### config.mk
export PLATFORM = sky130hd
export DESIGN_NAME = clock_generator_flat
export DESIGN_NICKNAME = d
export VERILOG_FILES = /design/src/rtl/clock_generator_pkg.sv /design/src/rtl/clock_generator_if.sv /design/src/rtl/clock_generator_channel.sv /design/src/rtl/clock_generator.sv /design/src/flat_wrapper.sv
export SDC_FILE = /design/constraint.sdc
export NUM_CORES = 1
export LEC_CHECK = 0
export ABC_AREA = 1
export CORE_ASPECT_RATIO = 0.6
export CORE_MARGIN = 10
export CORE_UTILIZATION = 40
export CTS_CLUSTER_SIZE = 28
export DETAILED_ROUTE_END_ITERATION = 6
export GPL_ROUTABILITY_DRIVEN = 0
export GPL_TIMING_DRIVEN = 0
export HOLD_SLACK_MARGIN = 0.05
export PLACE_DENSITY = 0.6
export REMOVE_ABC_BUFFERS = 1
export SLEW_MARGIN = 25
export SYNTH_ARGS = -nofsm -noshare
export SYNTH_HDL_FRONTEND = slang
export SYNTH_SLANG_ARGS = --single-unit
### constraint.sdc
create_clock -name quick_clock -period 2.9 [get_ports quick_clock]
set_input_delay 0.58 -clock quick_clock [delete_from_list [all_inputs] [get_ports quick_clock]]
set_output_delay 0.58 -clock quick_clock [all_outputs]
set_load 0.05 [all_outputs]
### src/rtl/clock_generator_pkg.sv
// Shared types for the programmable clock divider: global mode, channel
// state, and the raw-mode decode (the reserved encoding is treated as HALT).
package clock_generator_pkg;

   typedef enum logic [1:0] {
      MODE_RUN  = 2'd0,
      MODE_STEP = 2'd1,
      MODE_HALT = 2'd2
   } mode_e;

   typedef enum logic [1:0] {
      ST_IDLE = 2'd0,
      ST_HI   = 2'd1,
      ST_LO   = 2'd2
   } ch_state_e;

   // Reserved encoding 3 is folded onto HALT so the divider never runs on
   // an undefined mode.
   function automatic mode_e decode_mode(input logic [1:0] raw);
      case (raw)
         2'd0:    return MODE_RUN;
         2'd1:    return MODE_STEP;
         default: return MODE_HALT;
      endcase
   endfunction

endpackage

### src/rtl/clock_generator_if.sv
// Control/status bundle of the clock divider. The master side (board
// controller) drives mode, half-periods, loads and step requests; the slave
// side (divider) returns the divided clocks, rising-edge ticks and idle flags.
interface clock_generator_if #(
   parameter int NUM_CH = 2,
   parameter int CNT_W  = 32
);
   logic [1:0]                    mode;
   logic [NUM_CH-1:0][CNT_W-1:0]  half_period;
   logic [NUM_CH-1:0]             load;
   logic                          step_req;
   logic [NUM_CH-1:0]             slow_clock;
   logic [NUM_CH-1:0]             tick;
   logic [NUM_CH-1:0]             idle;

   modport master (
      output mode, half_period, load, step_req,
      input  slow_clock, tick, idle
   );

   modport slave (
      input  mode, half_period, load, step_req,
      output slow_clock, tick, idle
   );
endinterface

### src/rtl/clock_generator_channel.sv
// One divider channel: loadable half-period, phase counter and IDLE/HI/LO
// state machine with registered slow_clock, tick and idle outputs.
module clock_generator_channel
   import clock_generator_pkg::*;
#(
   parameter int CNT_W      = 32,
   parameter int RESET_HALF = 1
) (
   input  logic             clk_i,
   input  logic             rst_i,
   input  mode_e            mode_i,
   input  logic             step_evt_i,
   input  logic             load_i,
   input  logic [CNT_W-1:0] half_i,
   output logic             slow_clock_o,
   output logic             tick_o,
   output logic             idle_o
);

   localparam logic [CNT_W-1:0] ONE       = CNT_W'(1);
   localparam logic [CNT_W-1:0] HALF_INIT = CNT_W'(RESET_HALF);

   ch_state_e        state_q, state_d;
   logic [CNT_W-1:0] cnt_q, cnt_d;
   logic [CNT_W-1:0] half_q, half_d;
   logic [CNT_W-1:0] last_cnt;
   logic             phase_end;
   logic             slow_q, tick_q, idle_q;

   // Clamp the half-period to at least 1 before subtracting so H-1 never
   // underflows; >= lets a shrinking load end an over-long phase at once.
   always_comb begin
      last_cnt  = (half_q == '0) ? '0 : (half_q - ONE);
      phase_end = (cnt_q >= last_cnt);
   end

   // Next-state: HALT freezes state and counter; STEP parks in IDLE after LO.
   always_comb begin
      state_d = state_q;
      cnt_d   = cnt_q;
      half_d  = load_i ? half_i : half_q;
      if (mode_i != MODE_HALT) begin
         case (state_q)
            ST_IDLE: begin
               if (mode_i == MODE_RUN || step_evt_i) begin
                  state_d = ST_HI;
                  cnt_d   = '0;
               end
            end
            ST_HI: begin
               if (phase_end) begin
                  state_d = ST_LO;
                  cnt_d   = '0;
               end else begin
                  cnt_d = cnt_q + ONE;
               end
            end
            ST_LO: begin
               if (phase_end) begin
                  state_d = (mode_i == MODE_STEP) ? ST_IDLE : ST_HI;
                  cnt_d   = '0;
               end else begin
                  cnt_d = cnt_q + ONE;
               end
            end
            default: begin
               state_d = ST_IDLE;
               cnt_d   = '0;
            end
         endcase
      end
   end

   // State, counter, half-period and outputs; outputs follow the next state
   // so slow_clock and tick line up with the state they describe.
   always_ff @(posedge clk_i) begin
      if (rst_i) begin
         state_q <= ST_IDLE;
         cnt_q   <= '0;
         half_q  <= HALF_INIT;
         slow_q  <= 1'b0;
         tick_q  <= 1'b0;
         idle_q  <= 1'b1;
      end else begin
         state_q <= state_d;
         cnt_q   <= cnt_d;
         half_q  <= half_d;
         slow_q  <= (state_d == ST_HI);
         tick_q  <= (state_d == ST_HI) && (state_q != ST_HI);
         idle_q  <= (state_d == ST_IDLE);
      end
   end

   assign slow_clock_o = slow_q;
   assign tick_o       = tick_q;
   assign idle_o       = idle_q;

endmodule

### src/rtl/clock_generator.sv
// Multi-channel programmable clock divider for the CPU clock tree.
// Optional build macro CLOCK_GENERATOR_STEP_SYNC_EN: step_req is treated as
// asynchronous (manual button) and passed through a 2-flop synchroniser plus
// a registered rising-edge detector, giving one step per 0->1 edge.
// Without it step_req is assumed synchronous and used directly each cycle.
module clock_generator
   import clock_generator_pkg::*;
#(
   parameter int NUM_CH     = 2,
   parameter int CNT_W      = 32,
   parameter int RESET_HALF = 1
) (
   input  logic              quick_clock,
   input  logic              reset,
   clock_generator_if.slave  bus
);

   mode_e mode_s;
   logic  step_evt;

   assign mode_s = decode_mode(bus.mode);

`ifdef CLOCK_GENERATOR_STEP_SYNC_EN
   logic sync1_q, sync2_q, prev_q, evt_q;

   // Synchronise the button and emit a single-cycle event per rising edge.
   always_ff @(posedge quick_clock) begin
      if (reset) begin
         sync1_q <= 1'b0;
         sync2_q <= 1'b0;
         prev_q  <= 1'b0;
         evt_q   <= 1'b0;
      end else begin
         sync1_q <= bus.step_req;
         sync2_q <= sync1_q;
         prev_q  <= sync2_q;
         evt_q   <= sync2_q & ~prev_q;
      end
   end

   assign step_evt = evt_q;
`else
   assign step_evt = bus.step_req;
`endif

   for (genvar g = 0; g < NUM_CH; g++) begin : g_ch
      clock_generator_channel #(
         .CNT_W      (CNT_W),
         .RESET_HALF (RESET_HALF)
      ) u_ch (
         .clk_i        (quick_clock),
         .rst_i        (reset),
         .mode_i       (mode_s),
         .step_evt_i   (step_evt),
         .load_i       (bus.load[g]),
         .half_i       (bus.half_period[g]),
         .slow_clock_o (bus.slow_clock[g]),
         .tick_o       (bus.tick[g]),
         .idle_o       (bus.idle[g])
      );
   end

endmodule

### src/flat_wrapper.sv
// flat-port wrapper written by rule: the top's interface ports become plain ports
module clock_generator_flat import clock_generator_pkg::*;
#(
   parameter int NUM_CH     = 2,
   parameter int CNT_W      = 32,
   parameter int RESET_HALF = 1
)
  (quick_clock, reset, bus_mode, bus_half_period, bus_load, bus_step_req, bus_slow_clock, bus_tick, bus_idle);
  clock_generator_if #(.NUM_CH(NUM_CH), .CNT_W(CNT_W)) bus_i ();
  input  logic quick_clock;
  input  logic reset;
  input wire logic [$bits(bus_i.mode)-1:0] bus_mode;
  input wire logic [$bits(bus_i.half_period)-1:0] bus_half_period;
  input wire logic [$bits(bus_i.load)-1:0] bus_load;
  input wire logic [$bits(bus_i.step_req)-1:0] bus_step_req;
  output wire logic [$bits(bus_i.slow_clock)-1:0] bus_slow_clock;
  output wire logic [$bits(bus_i.tick)-1:0] bus_tick;
  output wire logic [$bits(bus_i.idle)-1:0] bus_idle;
  assign bus_i.mode = bus_mode;
  assign bus_i.half_period = bus_half_period;
  assign bus_i.load = bus_load;
  assign bus_i.step_req = bus_step_req;
  assign bus_slow_clock = bus_i.slow_clock;
  assign bus_tick = bus_i.tick;
  assign bus_idle = bus_i.idle;
  clock_generator #(.NUM_CH(NUM_CH), .CNT_W(CNT_W), .RESET_HALF(RESET_HALF)) u_core (.quick_clock(quick_clock), .reset(reset), .bus(bus_i));
endmodule
Word-level counts from Yosys, hierarchy flattened

Index checks and enable logic that the tools add are counted.

$add $sub $neg: 4
Magnitude comparators: 2
Eq/ne operators: 13
Muxes and demuxes: 19
Reduce and logical (&&, ||, !) cells: 15

Operator list:

| cell                  | number |
|---|---|
| $mux 32               | 5 |
| $pmux 32 s2           | 2 |
| $add 32x1->32 const B | 2 |
| $ge 32x32->1          | 2 |
| $logic_not 32->1      | 2 |
| $sub 32x1->32 const B | 2 |
| $mux 2                | 8 |
| $eq 2x1->1 const B    | 6 |
| $logic_not 2->1       | 6 |
| $pmux 2 s3            | 2 |
| $ne 2x1->1 const B    | 3 |
| $eq 2x2->1 const B    | 2 |
| $ne 2x2->1 const B    | 2 |
| $pmux 2 s2            | 1 |
| $reduce_and 2->1      | 2 |
| $reduce_or 2->1       | 2 |
| $logic_and 1x1->1     | 2 |
| $logic_or 1x1->1      | 1 |
| $mux 1                | 1 |

Bits in registers: 138
Output and inout bits: 6
Word-level logic and storage cells: 65

Logic depth before layout (Yosys ltp)

Gate-level depths: netlist of run 1.

Depth after elaboration: 9
Gate-level depth with buffers: 29

By module

A second synthesis of run 1 with hierarchy kept.

Cells, all modules: 1519
Area, all modules: 9902.0 sq um

By module, submodules not included:

| module                                        | times used | cells an instance | area an instance (sq um) | seq. area each (sq um) |
|---|---|---|---|---|
| clock_generator_channel (u_core.g_ch[1].u_ch) | 1          | 761               | 4951.0                   | 1381.3 |
| clock_generator_channel (u_core.g_ch[0].u_ch) | 1          | 755               | 4939.7                   | 1381.3 |
| clock_generator                               | 1          | 3                 | 11.3                     | 0.0 |

Worst setup path before layout of run 1

OpenSTA, ideal clock, no wires.

Kind: register -> register
Start: register u_core.g_ch[1].u_ch.half_q[2]
End: register u_core.g_ch[1].u_ch.cnt_q[26]
Arrival: 3.061 ns
Slack: -0.231 ns
Stages on the path, launching flop included: 27
Buffers on the path: 0
Path through: dfxtp_1 nor2_2 nand2_2 nor3_4 nand2_2 nor2_4 nand3_2 inv_2 nand3_4 nor2_4 nand2_4 nor2_8 nand2_1 nand2_1 nand3_1 ha_1 a21oi_1 nor2_1 nor2_1 nand3_1 nor2_1 nand2_1 nor2_4 inv_2 a21oi_1 o21ai_1 a21oi_1

Longest elaborated chain between the ends: 5
Elaborated cells on any way between the ends: 6
Those cells by class: add/sub (1); order compare (1); mux (3); reduce/logical (1)

RTL lines:

| item                                              | line                                                         | text |
|---|---|---|
| start, declared                                   | clock_generator_channel.sv:25                                | `logic [CNT_W-1:0] half_q, half_d;` |
| start signal, assigned                            | clock_generator_channel.sv:87                                | `half_q <= half_d;` |
| $sub 32x1->32 or $logic_not 32->1 (tied branches) | clock_generator_channel.sv:33                                | `last_cnt = (half_q == '0) ? '0 : (half_q - ONE);` |
| $mux 32 *                                         | clock_generator_channel.sv:33                                |  |
| $ge 32x32->1 *                                    | clock_generator_channel.sv:34                                | `phase_end = (cnt_q >= last_cnt);` |
| $mux 32 *                                         | clock_generator_channel.sv:51, clock_generator_channel.sv:59 |  |
| $pmux 32 s2 *                                     | clock_generator_channel.sv:43                                | `case (state_q)` |
| end signal, assigned                              | clock_generator_channel.sv:86                                | `cnt_q <= cnt_d;` |
| end, declared                                     | clock_generator_channel.sv:24                                | `logic [CNT_W-1:0] cnt_q, cnt_d;` |

Every way passes the cells marked *; elsewhere a longest branch is shown, timed or not.
A chain may end at the register's enable or synchronous reset.

Worst setup path after layout of run 1

Start: register u_core.g_ch[0].u_ch.half_q[2]
End: register u_core.g_ch[0].u_ch.cnt_q[4]

Longest elaborated chain between the ends: 5
Elaborated cells on any way between the ends: 6
Those cells by class: add/sub (1); order compare (1); mux (3); reduce/logical (1)

RTL lines:

| item                                              | line |
|---|---|
| start, declared                                   | clock_generator_channel.sv:25 |
| start signal, assigned                            | clock_generator_channel.sv:87 |
| $sub 32x1->32 or $logic_not 32->1 (tied branches) | clock_generator_channel.sv:33 |
| $mux 32 *                                         | clock_generator_channel.sv:33 |
| $ge 32x32->1 *                                    | clock_generator_channel.sv:34 |
| $mux 32 *                                         | clock_generator_channel.sv:51, clock_generator_channel.sv:59 |
| $pmux 32 s2 *                                     | clock_generator_channel.sv:43 |
| end signal, assigned                              | clock_generator_channel.sv:86 |
| end, declared                                     | clock_generator_channel.sv:24 |

Marks and branches as above.

==> out/metrics.csv, run 1 <==
metric;value;unit
violations;negative setup slack;
regToRegEndpoint;u_core.g_ch[0].u_ch.cnt_q[4];
final_nets;1733;
grt_pass1_vias;8809;
grtUsageTotal;0.186;
fmax;279;MHz
hold_viol;0;
r2r_start;u_core.g_ch[0].u_ch.half_q[2];
cp-start-kind;flop;
synth_edf_count;0;
worstPathRequired;3.25;ns
synth_seq_cells;138;
ys_types;52;
async_flop_share;0;
fp.dieH;141;microns
cts_buffers;17;
syn_avg_cell_area;6.67;sq um
power;5.30;mW
cp_slowest_stage_delay;0.36;ns
port_buffers;76;
hold_start;u_core.g_ch[1].u_ch.cnt_q[3];
powerDensity;416;nW/um^2
fin_crit;3.58;ns
slowest_stage;dfxtp_4;
dr.first_iter.drc_count;696;
reg2reg_slack;-0.68;ns
dpl.hpwl;21700;microns
num_antenna_cells;0;
setup_viol;74;
wl_per_cell;15.8;microns
grt.overflow.total;0;
insertion_delay;0.43;ns
die_w;221;microns
rsz0062_at_grt;true;
critPathTopFamily;simple AND/OR/NAND/NOR gates;
vias;9916;
antenna_found_initial;0;
worst_slew_pin_slew;0.997;ns
status;complete, but fails checks;
utilization;0.530;
grt_pass1_wl;47600;microns
cap_violations;0;
crit_top_cell;nor2_4;
antenna_left;0;
hold_slack;0.501;ns
path_max_fanout;7;
cp.buffers_inverters;6;
clk_pin_slew_worst_paths;0.06;ns
htreeDepth;4;
worst-setup-path-type;flop to flop;
syn2layout_area_growth;31.2;%
endpoint_kind;flop;
finalCritPeriodShare;1.23;
grt_max_degree;72;
cp.arrival;3.93;ns
ys.flop_type;dfxtp_1;
netlist_instances;1453;
ctsRootBufferMaster;clkbuf_16;
dpl_cell_area;10700;sq um
crit_cells;25;
ioPinCount;77;
cts_max_path_buffers;2;
maxSlewHeadroom;0.335;
fin_area;12700;sq um
cp-endpoint;u_core.g_ch[0].u_ch.cnt_q[4];
core;24000;sq um
p_leak;5.26;nW
synth_area;9700;sq um
layout-drive-gt1-share;0.215;
peakVddDrop;0.331;mV
drv_slew;0;
hold_path.class;flop to flop;
fin_cells;1917;
via_per_inst;5.17;
yosysWarnings;0;
drt_pass1_iterations;5;
postCtsHoldBufs;0;
seq_area_frac_synth;0.285;
drc;0;
die_area;31100;sq um
drt_wl_total;30300;microns
cts_tree;built;
setup_slack;-0.679;ns
dp.cells;1808;
crit_path_start;u_core.g_ch[0].u_ch.half_q[2];
row_count;44;
start_util;0.404;
r2r.worst_path.cells;25;
clock_skew;0.0142;ns
clock-sinks;138;
-- sequential cells by signal, indices dropped and copies added (netlist names) --
name                           cells
u_core.g_ch.u_ch.cnt_q            64
u_core.g_ch.u_ch.half_q           64
u_core.g_ch.u_ch.state_q           4
u_core.g_ch.u_ch.slow_clock_o      2
u_core.g_ch.u_ch.tick_o            2
u_core.g_ch.u_ch.idle_o            2
-- placed cells by master (no fill, tap or decap), types with 10 or more instances in the layout --
| cell type | n |
|---|---|
| o211ai_1 | 13 |
| buf_6 | 21 |
| nor2_2 | 31 |
| nand2_2 | 32 |
| dfxtp_2 | 10 |
| o21ai_0 | 86 |
| clkdlybuf4s50_1 | 75 |
| xor2_1 | 21 |
| buf_4 | 55 |
| o21ai_1 | 16 |
| a21oi_2 | 20 |
| nand2_1 | 240 |
| nand4_1 | 28 |
| nor4_1 | 10 |
| inv_1 | 137 |
| dfxtp_1 | 126 |
| nor2_1 | 197 |
| nand3_2 | 18 |
| nand2_4 | 11 |
| ha_1 | 73 |
| nor3_1 | 23 |
| nand3_1 | 60 |
| nor2_4 | 26 |
| inv_2 | 21 |
| clkbuf_16 | 17 |
| a21oi_1 | 103 |
-- layer usage --
| layer | vias to the layer above | wire length, microns | track usage |
|---|---|---|---|
| li1 | 5084 | - | - |
| met1 | 4489 | 16300 | 0.298 |
| met2 | 322 | 11100 | 0.235 |
| met3 | 21 | 2660 | 0.0446 |
| met4 | 0 | 265 | 0.0355 |
| met5 | - | 0 | 0 |
-- worst min-delay path: stages (launching register included) --
cell	delay, ns
dfxtp_1	0.33
nand2_1	0.07
a21oi_1	0.06
-- timing repair --
item,in CTS,in global routing
cloned,1,0
resized for setup,101,123
setup endpoints to repair,74,74
pin swaps,55,77
buffers inserted,52,26
-- cells in the mapped netlist (6+ instances only) --
master	n	area [sq um]
o21ai_0	96	480
nand2_2	11	68.8
nor3_1	25	125
o211ai_1	13	97.6
o21a_1	6	45.0
nor4_1	12	75.1
a21oi_1	123	616
clkbuf_1	26	97.6
o21ai_1	9	45.0
buf_2	9	45.0
or2_2	9	56.3
nor2_1	221	830
nand3b_1	6	45.0
xnor2_1	9	78.8
nand4_1	28	175
ha_1	78	976
nor2_2	24	150
xor2_1	21	184
dfxtp_1	138	2760
nand3_1	79	395
buf_4	6	45.0
a21o_1	7	52.6
inv_1	150	563
nand2_1	270	1010
nor2_4	9	101
inv_2	15	56.3
-- through the flow --
| stage | setup TNS (ns) | setup WS (ns) |
|---|---|---|
| after floorplan | -22.09 | -0.658 |
| after global placement | -230.41 | -2.82 |
| after detailed placement | -109.21 | -2.02 |
| after CTS | -39.58 | -0.631 |
| after global routing | -50.70 | -0.850 |
| final | -36.20 | -0.679 |
-- area by class of cell --
| cell class | instances | area, sq um |
|---|---|---|
| Fill cell | 2334 | 11300 |
| Multi-Input combinational cell | 1106 | 6830 |
| Sequential cell | 138 | 2780 |
| Timing Repair Buffer | 155 | 1470 |
| Inverter | 166 | 646 |
| Clock buffer | 23 | 488 |
| Tap cell | 322 | 403 |
| Clock inverter | 7 | 115 |
-- worst min path at each step --
stage	endpoint	slack [ns]	cells past startpoint
2_1_floorplan	u_core.g_ch[1].u_ch.cnt_q[13]	0.46	2
6_report	u_core.g_ch[1].u_ch.cnt_q[3]	0.50	2
3_5_place_dp	u_core.g_ch[1].u_ch.half_q[29]	0.48	2
5_1_grt	u_core.g_ch[1].u_ch.cnt_q[13]	0.52	2
3_3_place_gp	u_core.g_ch[1].u_ch.cnt_q[14]	0.48	2
4_1_cts	u_core.g_ch[1].u_ch.half_q[29]	0.49	2
-- kinds of logic (layout without fill, tap and decap cells) --
logic type      Yosys count  in the layout  share of synthesized area
flops                   138            138                      0.285
simple gates            722            723                      0.347
xor+xnor                 30             30                     0.0271
compound gates          275            275                      0.156
fa+ha+maj                78             78                      0.101
buf+inv                 210            351                     0.0848
-- where the power goes --
part	switching [mW]	internal, mW	leakage [nW]
Combinational	0.553	0.375	3.84
Clock	0.866	1.43	0.291
Sequential	0.0986	1.97	1.13
Total	1.52	3.78	5.26
No activity file was read; power rests on OpenSTA's default activity.
==> inputs of run 2 (changes only) <==
--- a/config.mk
+++ b/config.mk
@@ -12,7 +12,6 @@
 export CTS_CLUSTER_SIZE = 28
 export DETAILED_ROUTE_END_ITERATION = 6
 export GPL_ROUTABILITY_DRIVEN = 0
-export GPL_TIMING_DRIVEN = 0
 export HOLD_SLACK_MARGIN = 0.05
 export PLACE_DENSITY = 0.6
 export REMOVE_ABC_BUFFERS = 1
==> run 2 against run 1 <==
The flow still finishes with violations (negative setup slack). Maximum frequency is 3.5% higher. Non-clock buffer count is 140 higher. Cell area is 9.5% higher. Critical path type unchanged. Clock-buffer cell count is 2 lower.
==> out/metrics.csv, run 2 (synthesis results as in run 1) <==
metric;value;unit;change
grt.overflow.total;0;;unchanged
drt_pass1_iterations;6;;+1
worst-setup-path-type;flop to flop;;
endpoint_kind;flop;;
grt_pass1_vias;9514;;+8.0%
final_nets;1872;;+8.0%
finalCritPeriodShare;1.19;;-0.0416
worst_slew_pin_slew;0.824;ns;-0.173 ns
insertion_delay;0.44;ns;about the same
r2r.worst_path.cells;26;;+4.0%
ctsRootBufferMaster;clkbuf_16;;
ioPinCount;77;;unchanged
vias;10600;;+6.7%
grt_pass1_wl;51300;microns;+7.9%
layout-drive-gt1-share;0.302;;+0.0867
die_w;221;microns;unchanged
setup_slack;-0.559;ns;+0.121 ns
grtUsageMet3;0.0498;;+0.00516
path_max_fanout;6;;-1
grtUsageTotal;0.201;;+0.0155
peakVddDrop;0.451;mV;+36%
violations;negative setup slack;;
grt_use_met2;0.253;;+0.0182
syn2layout_area_growth;43.8;%;
htreeDepth;4;;unchanged
hold_path.class;flop to flop;;
fin_crit;3.46;ns;-0.121 ns
cts_buffers;17;;unchanged
cts_max_path_buffers;2;;unchanged
wl_per_cell;15.8;microns;+0.12%
cap_violations;0;;unchanged
clock_skew;0.0129;ns;-0.00131 ns
hold_viol;0;;unchanged
core;24000;sq um;unchanged
start_util;0.404;;unchanged
utilization;0.581;;+0.0506
antenna_left;0;;unchanged
cp-start-kind;flop;;
top_usage_layer;met1;;
grt_max_degree;46;;-36%
nFillCells;2217;;-5.0%
maxSlewHeadroom;0.451;;+0.116
rsz0062_at_grt;true;;
dpl_cell_area;12000;sq um;+13%
p_leak;6.04;nW;+15%
status;complete, but fails checks;;
tns;-30.63;ns;+5.57 ns
drt_wl_total;32500;microns;+7.3%
port_buffers;76;;unchanged
drv_slew;0;;unchanged
cts_tree;built;;
fmax;289;MHz;+3.5%
die_area;31100;sq um;unchanged
hold_path_depth;2;;unchanged
antenna_found_initial;0;;unchanged
row_count;44;;unchanged
clk_pin_slew_worst_paths;0.06;ns;about the same
cp.arrival;3.84;ns;-0.09 ns
setup_viol;74;;unchanged
fp.dieH;141;microns;unchanged
num_antenna_cells;0;;unchanged
dp_slack;-0.635;ns;+1.39 ns
via_per_inst;5.15;;-0.42%
dpl.hpwl;24100;microns;+11%
final_common_cell;nand2_1;;
drc;0;;unchanged
use_met1;0.323;;+0.0254
reg_top3;u_core.g_ch.u_ch.cnt_q: 64 flops, u_core.g_ch.u_ch.half_q: 64 flops, u_core.g_ch.u_ch.state_q: 4 flops;;
clock-sinks;138;;unchanged
dr.first_iter.drc_count;856;;+23%
powerDensity;389;nW/um^2;-6.7%
worstPathRequired;3.28;ns;+0.03 ns
fin_area;13900;sq um;+9.5%
fin_cells;2055;;+7.2%
mostFrequentLayoutCells;nand2_1 (237), buf_4 (188), nor2_1 (187), inv_1 (135), dfxtp_1 (126);;
dp.cells;1984;;+9.7%
[run 2: power by group]
| part | switching (mW) | internal (mW) | leakage [nW] |
|---|---|---|---|
| sequential | 0.0582 | 1.97 | 1.13 |
| clock | 0.865 | 1.31 | 0.280 |
| combinational | 0.655 | 0.554 | 4.63 |
| total | 1.58 | 3.84 | 6.04 |
[run 2: path summary, 6_finish.rpt]
| check | end | slack [ns] | start |
|---|---|---|---|
| min reg2reg | u_core.g_ch[1].u_ch.cnt_q[14] | 0.51 | u_core.g_ch[1].u_ch.cnt_q[14] |
| max reg2reg | u_core.g_ch[0].u_ch.cnt_q[30] | -0.56 | u_core.g_ch[0].u_ch.half_q[1] |
| min | u_core.g_ch[1].u_ch.cnt_q[14] | 0.51 | u_core.g_ch[1].u_ch.cnt_q[14] |
| max | u_core.g_ch[0].u_ch.cnt_q[30] | -0.56 | u_core.g_ch[0].u_ch.half_q[1] |
[run 2: timing repair]
item / 4_1_cts / 5_1_grt
gates cloned: 3 / 0
hold endpoints to repair: 0 / 0
buffers inserted: 26 / 14
hold buffers: 0 / 0
gates resized for setup: 156 / 112
pin swaps: 75 / 53
endpoints found under the setup margin: 74 / 74
[run 2: cell type report]
type | count | area, sq um | share of cell area
well taps | 322 | 403 | 0.0289
clock buffers | 21 | 470 | 0.0338
clock inverters | 8 | 96.3 | 0.00691
multi-input cells | 1105 | 6940 | 0.498
flip-flops and latches | 138 | 2790 | 0.200
inverters | 166 | 642 | 0.0461
repair buffers | 295 | 2610 | 0.187
[run 2: through the flow]
stage	hold WS, ns	total power, mW
6_report	0.510	5.42
3_3_place_gp	0.482	3.08
3_5_place_dp	0.488	3.10
2_1_floorplan	0.457	2.55
4_1_cts	0.500	5.37
5_1_grt	0.544	5.66
[run 2: critical path, cell delays in order (launching register included)]
cell	delay, ns
dfxtp_2	0.32
nor2_2	0.11
nand2_2	0.06
nor3_2	0.14
inv_2	0.08
nor2_4	0.13
nand4_4	0.11
nor2_4	0.12
nand2_2	0.08
nor2_4	0.10
nand2_2	0.08
nor2_4	0.14
a21oi_1	0.08
o21ai_1	0.13
ha_1	0.29
nand2_1	0.10
inv_1	0.05
nand4_1	0.14
a21oi_2	0.07
nor2_4	0.13
nand2_4	0.09
buf_4	0.15
o21ai_4	0.13
nand2_4	0.12
buf_12	0.21
a21oi_2	0.10
o21a_1	0.12
[run 2: routing by layer]
layer | wire length (microns) | vias up
li1 | - | 5348
met1 | 17700 | 4884
met2 | 11900 | 325
met3 | 2530 | 28
met4 | 297 | 0
met5 | 0 | -
==> inputs of run 3 (changes only) <==
--- a/config.mk
+++ b/config.mk
@@ -6,12 +6,14 @@
 export NUM_CORES = 1
 export LEC_CHECK = 0
 export ABC_AREA = 1
+export CAP_MARGIN = 20
 export CORE_ASPECT_RATIO = 0.6
 export CORE_MARGIN = 10
 export CORE_UTILIZATION = 40
 export CTS_CLUSTER_SIZE = 28
 export DETAILED_ROUTE_END_ITERATION = 6
 export GPL_ROUTABILITY_DRIVEN = 0
+export GPL_TIMING_DRIVEN = 0
 export HOLD_SLACK_MARGIN = 0.05
 export PLACE_DENSITY = 0.6
 export REMOVE_ABC_BUFFERS = 1
@@ -19,3 +21,4 @@
 export SYNTH_ARGS = -nofsm -noshare
 export SYNTH_HDL_FRONTEND = slang
 export SYNTH_SLANG_ARGS = --single-unit
+export TNS_END_PERCENT = 5
==> run 3 against run 2 <==
The run still ends with negative setup slack left. Setup slack worse by 0.078 ns. Register-to-register slack worse by 0.08 ns. Clock skew is 0.0018 ns higher. Critical path type unchanged. Largest cell class unchanged. Highest routed layer unchanged.
==> out/metrics.csv, run 3 (synthesis results as in run 1) <==
metric;value;unit;change
cp_slowest_stage_delay;0.37;ns;+0.05 ns
cp.arrival;3.88;ns;+0.04 ns
slowest_stage;dfxtp_1;;
setup_viol;74;;unchanged
wl_met2;10800;microns;-9.8%
finalCritPeriodShare;1.22;;+0.0269
critPathTopFamily;simple AND/OR/NAND/NOR gates;;
syn2layout_area_growth;26.3;%;
antenna_found_initial;0;;unchanged
hold_path.class;flop to flop;;
antenna_left;0;;unchanged
crit_top_cell;nor2_4;;
mostFrequentLayoutCells;nand2_1 (248), nor2_1 (202), inv_1 (140), dfxtp_1 (128), a21oi_1 (119);;
insertion_delay;0.43;ns;about the same
htreeDepth;4;;unchanged
dpl.hpwl;21700;microns;-10%
grt.overflow.total;0;;unchanged
die_w;221;microns;unchanged
reg_top3;u_core.g_ch.u_ch.cnt_q: 64 flops, u_core.g_ch.u_ch.half_q: 64 flops, u_core.g_ch.u_ch.state_q: 4 flops;;
fmax;283;MHz;-2.2%
hold_viol;0;;unchanged
path_max_fanout;7;;+1
clock-sinks;138;;unchanged
final_nets;1715;;-8.4%
maxSlewHeadroom;0.327;;-0.124
grtUsageTotal;0.184;;-0.0169
grt_pass1_vias;8697;;-8.6%
fin_crit;3.54;ns;+0.0780 ns
rsz0062_at_grt;true;;
cts_buffers;17;;unchanged
met1_length;16300;microns;-8.1%
drt_pass1_iterations;5;;-1
r2r.worst_path.cells;24;;-7.7%
fp.dieH;141;microns;unchanged
setup_slack;-0.637;ns;-0.0780 ns
via_per_inst;5.16;;+0.18%
die_area;31100;sq um;unchanged
worstPathRequired;3.25;ns;-0.03 ns
cts_max_path_buffers;2;;unchanged
wl_per_cell;15.7;microns;-0.93%
worst-setup-path-type;flop to flop;;
endpoint_kind;flop;;
port_buffers;76;;unchanged
peakVddDrop;0.324;mV;-28%
dr.first_iter.drc_count;832;;-2.8%
nFillCells;2414;;+8.9%
ioPinCount;77;;unchanged
postCtsHoldBufs;0;;unchanged
cap_violations;0;;unchanged
cp.buffers_inverters;5;;+1
start_util;0.404;;unchanged
highest_layer;met4;;
clk_pin_slew_worst_paths;0.07;ns;about the same
core;24000;sq um;unchanged
crit_cells;24;;-7.7%
dr_wl_met3;2470;microns;-2.2%
grt_max_degree;72;;+57%
cp-start-kind;flop;;
final_common_cell;nand2_1;;
ctsRootBufferMaster;clkbuf_16;;
drv_slew;0;;unchanged
grt_pass1_wl;47100;microns;-8.2%
status;complete, but fails checks;;
utilization;0.510;;-0.0705
drt_wl_total;29800;microns;-8.5%
reg2reg_slack;-0.64;ns;-0.08 ns
row_count;44;;unchanged
num_antenna_cells;0;;unchanged
layout-drive-gt1-share;0.174;;-0.127
vias;9799;;-7.4%
hold_path_depth;2;;unchanged
drc;0;;unchanged
powerDensity;428;nW/um^2;+10%
violations;negative setup slack;;
clock_skew;0.0146;ns;+0.00178 ns
cts_tree;built;;
worst_slew_pin_slew;1.01;ns;+0.184 ns
dp_slack;-2.02;ns;-1.39 ns
cp_cell_sequence;nor2_1 -> nand2_2 -> nor2_4 -> inv_2 -> nor2_4 -> inv_2 -> nor3_4 -> nand3_1 -> inv_2 -> nand3_4 -> o21ai_1 -> nand3_2 -> ha_4 -> nand2_4 -> nor2_4 -> buf_4 -> nand2_1 -> nand2_1 -> nor2_4 -> nand2_4 -> o21ai_4 -> nand2_4 -> buf_6 -> a211oi_1;;
p_leak;5.11;nW;-16%
run 3: cell types whose count changed in the layout (fill, tap and decap cells not counted), moves of 11 or more:
cell     previous run  this run
a21oi_1            90       119
a21oi_2            34         5
buf_4             188        54
buf_6              22         6
nand2_1           237       248
nand3_1            56        69
nand3_2            25        13
nor2_1            187       202
nor2_2             43        32
run 3: layer usage:
metal,track usage,vias up
met5,0,-
met4,0.0341,0
met3,0.0448,14
met2,0.232,292
met1,0.297,4454
li1,-,5039
run 3: path summary, 6_finish.rpt:
kind	from	to
max	u_core.g_ch[0].u_ch.half_q[4]	u_core.g_ch[0].u_ch.cnt_q[4]
min	u_core.g_ch[1].u_ch.half_q[29]	u_core.g_ch[1].u_ch.half_q[29]
max reg2reg	u_core.g_ch[0].u_ch.half_q[4]	u_core.g_ch[0].u_ch.cnt_q[4]
min reg2reg	u_core.g_ch[1].u_ch.half_q[29]	u_core.g_ch[1].u_ch.half_q[29]
run 3: tightest hold or removal path, stage by stage, from the launching register on:
cell and delay, ns:
dfxtp_1 0.32, inv_1 0.07, a21oi_1 0.05
run 3: cell type report:
type                            count  area [sq um]  area share
Inverter                          166           643      0.0525
Timing Repair Buffer              137          1250       0.102
Sequential cell                   138          2780       0.227
Tap cell                          322           403      0.0329
Clock inverter                      7           115     0.00940
Multi-Input combinational cell   1106          6570       0.537
Clock buffer                       23           488      0.0398
run 3: power by group:
| group | total (mW) | internal (mW) | switching, mW |
|---|---|---|---|
| Clock | 2.30 | 1.43 | 0.867 |
| Combinational | 0.873 | 0.344 | 0.529 |
| Sequential | 2.07 | 1.97 | 0.0954 |
| Total | 5.24 | 3.75 | 1.49 |
run 3: per-stage QoR:
stage                     TNS (ns)  power [mW]  cells  hold WS, ns  area, sq um
final                       -35.29        5.24   1899        0.489        12200
after global routing        -52.23        5.47   1899        0.524        12200
after CTS                   -38.71        5.20   1883        0.493        11900
after detailed placement   -109.21        2.85   1808        0.483        10700
after global placement     -230.41        2.84   1807        0.479        10700
after floorplan             -22.09        2.55   1409        0.457         9500
run 3: repair_timing:
action	CTS	global route
gates cloned	1	0
pin swaps	43	47
setup endpoints to repair	74	74
gates resized for setup	71	60
buffers inserted	44	16
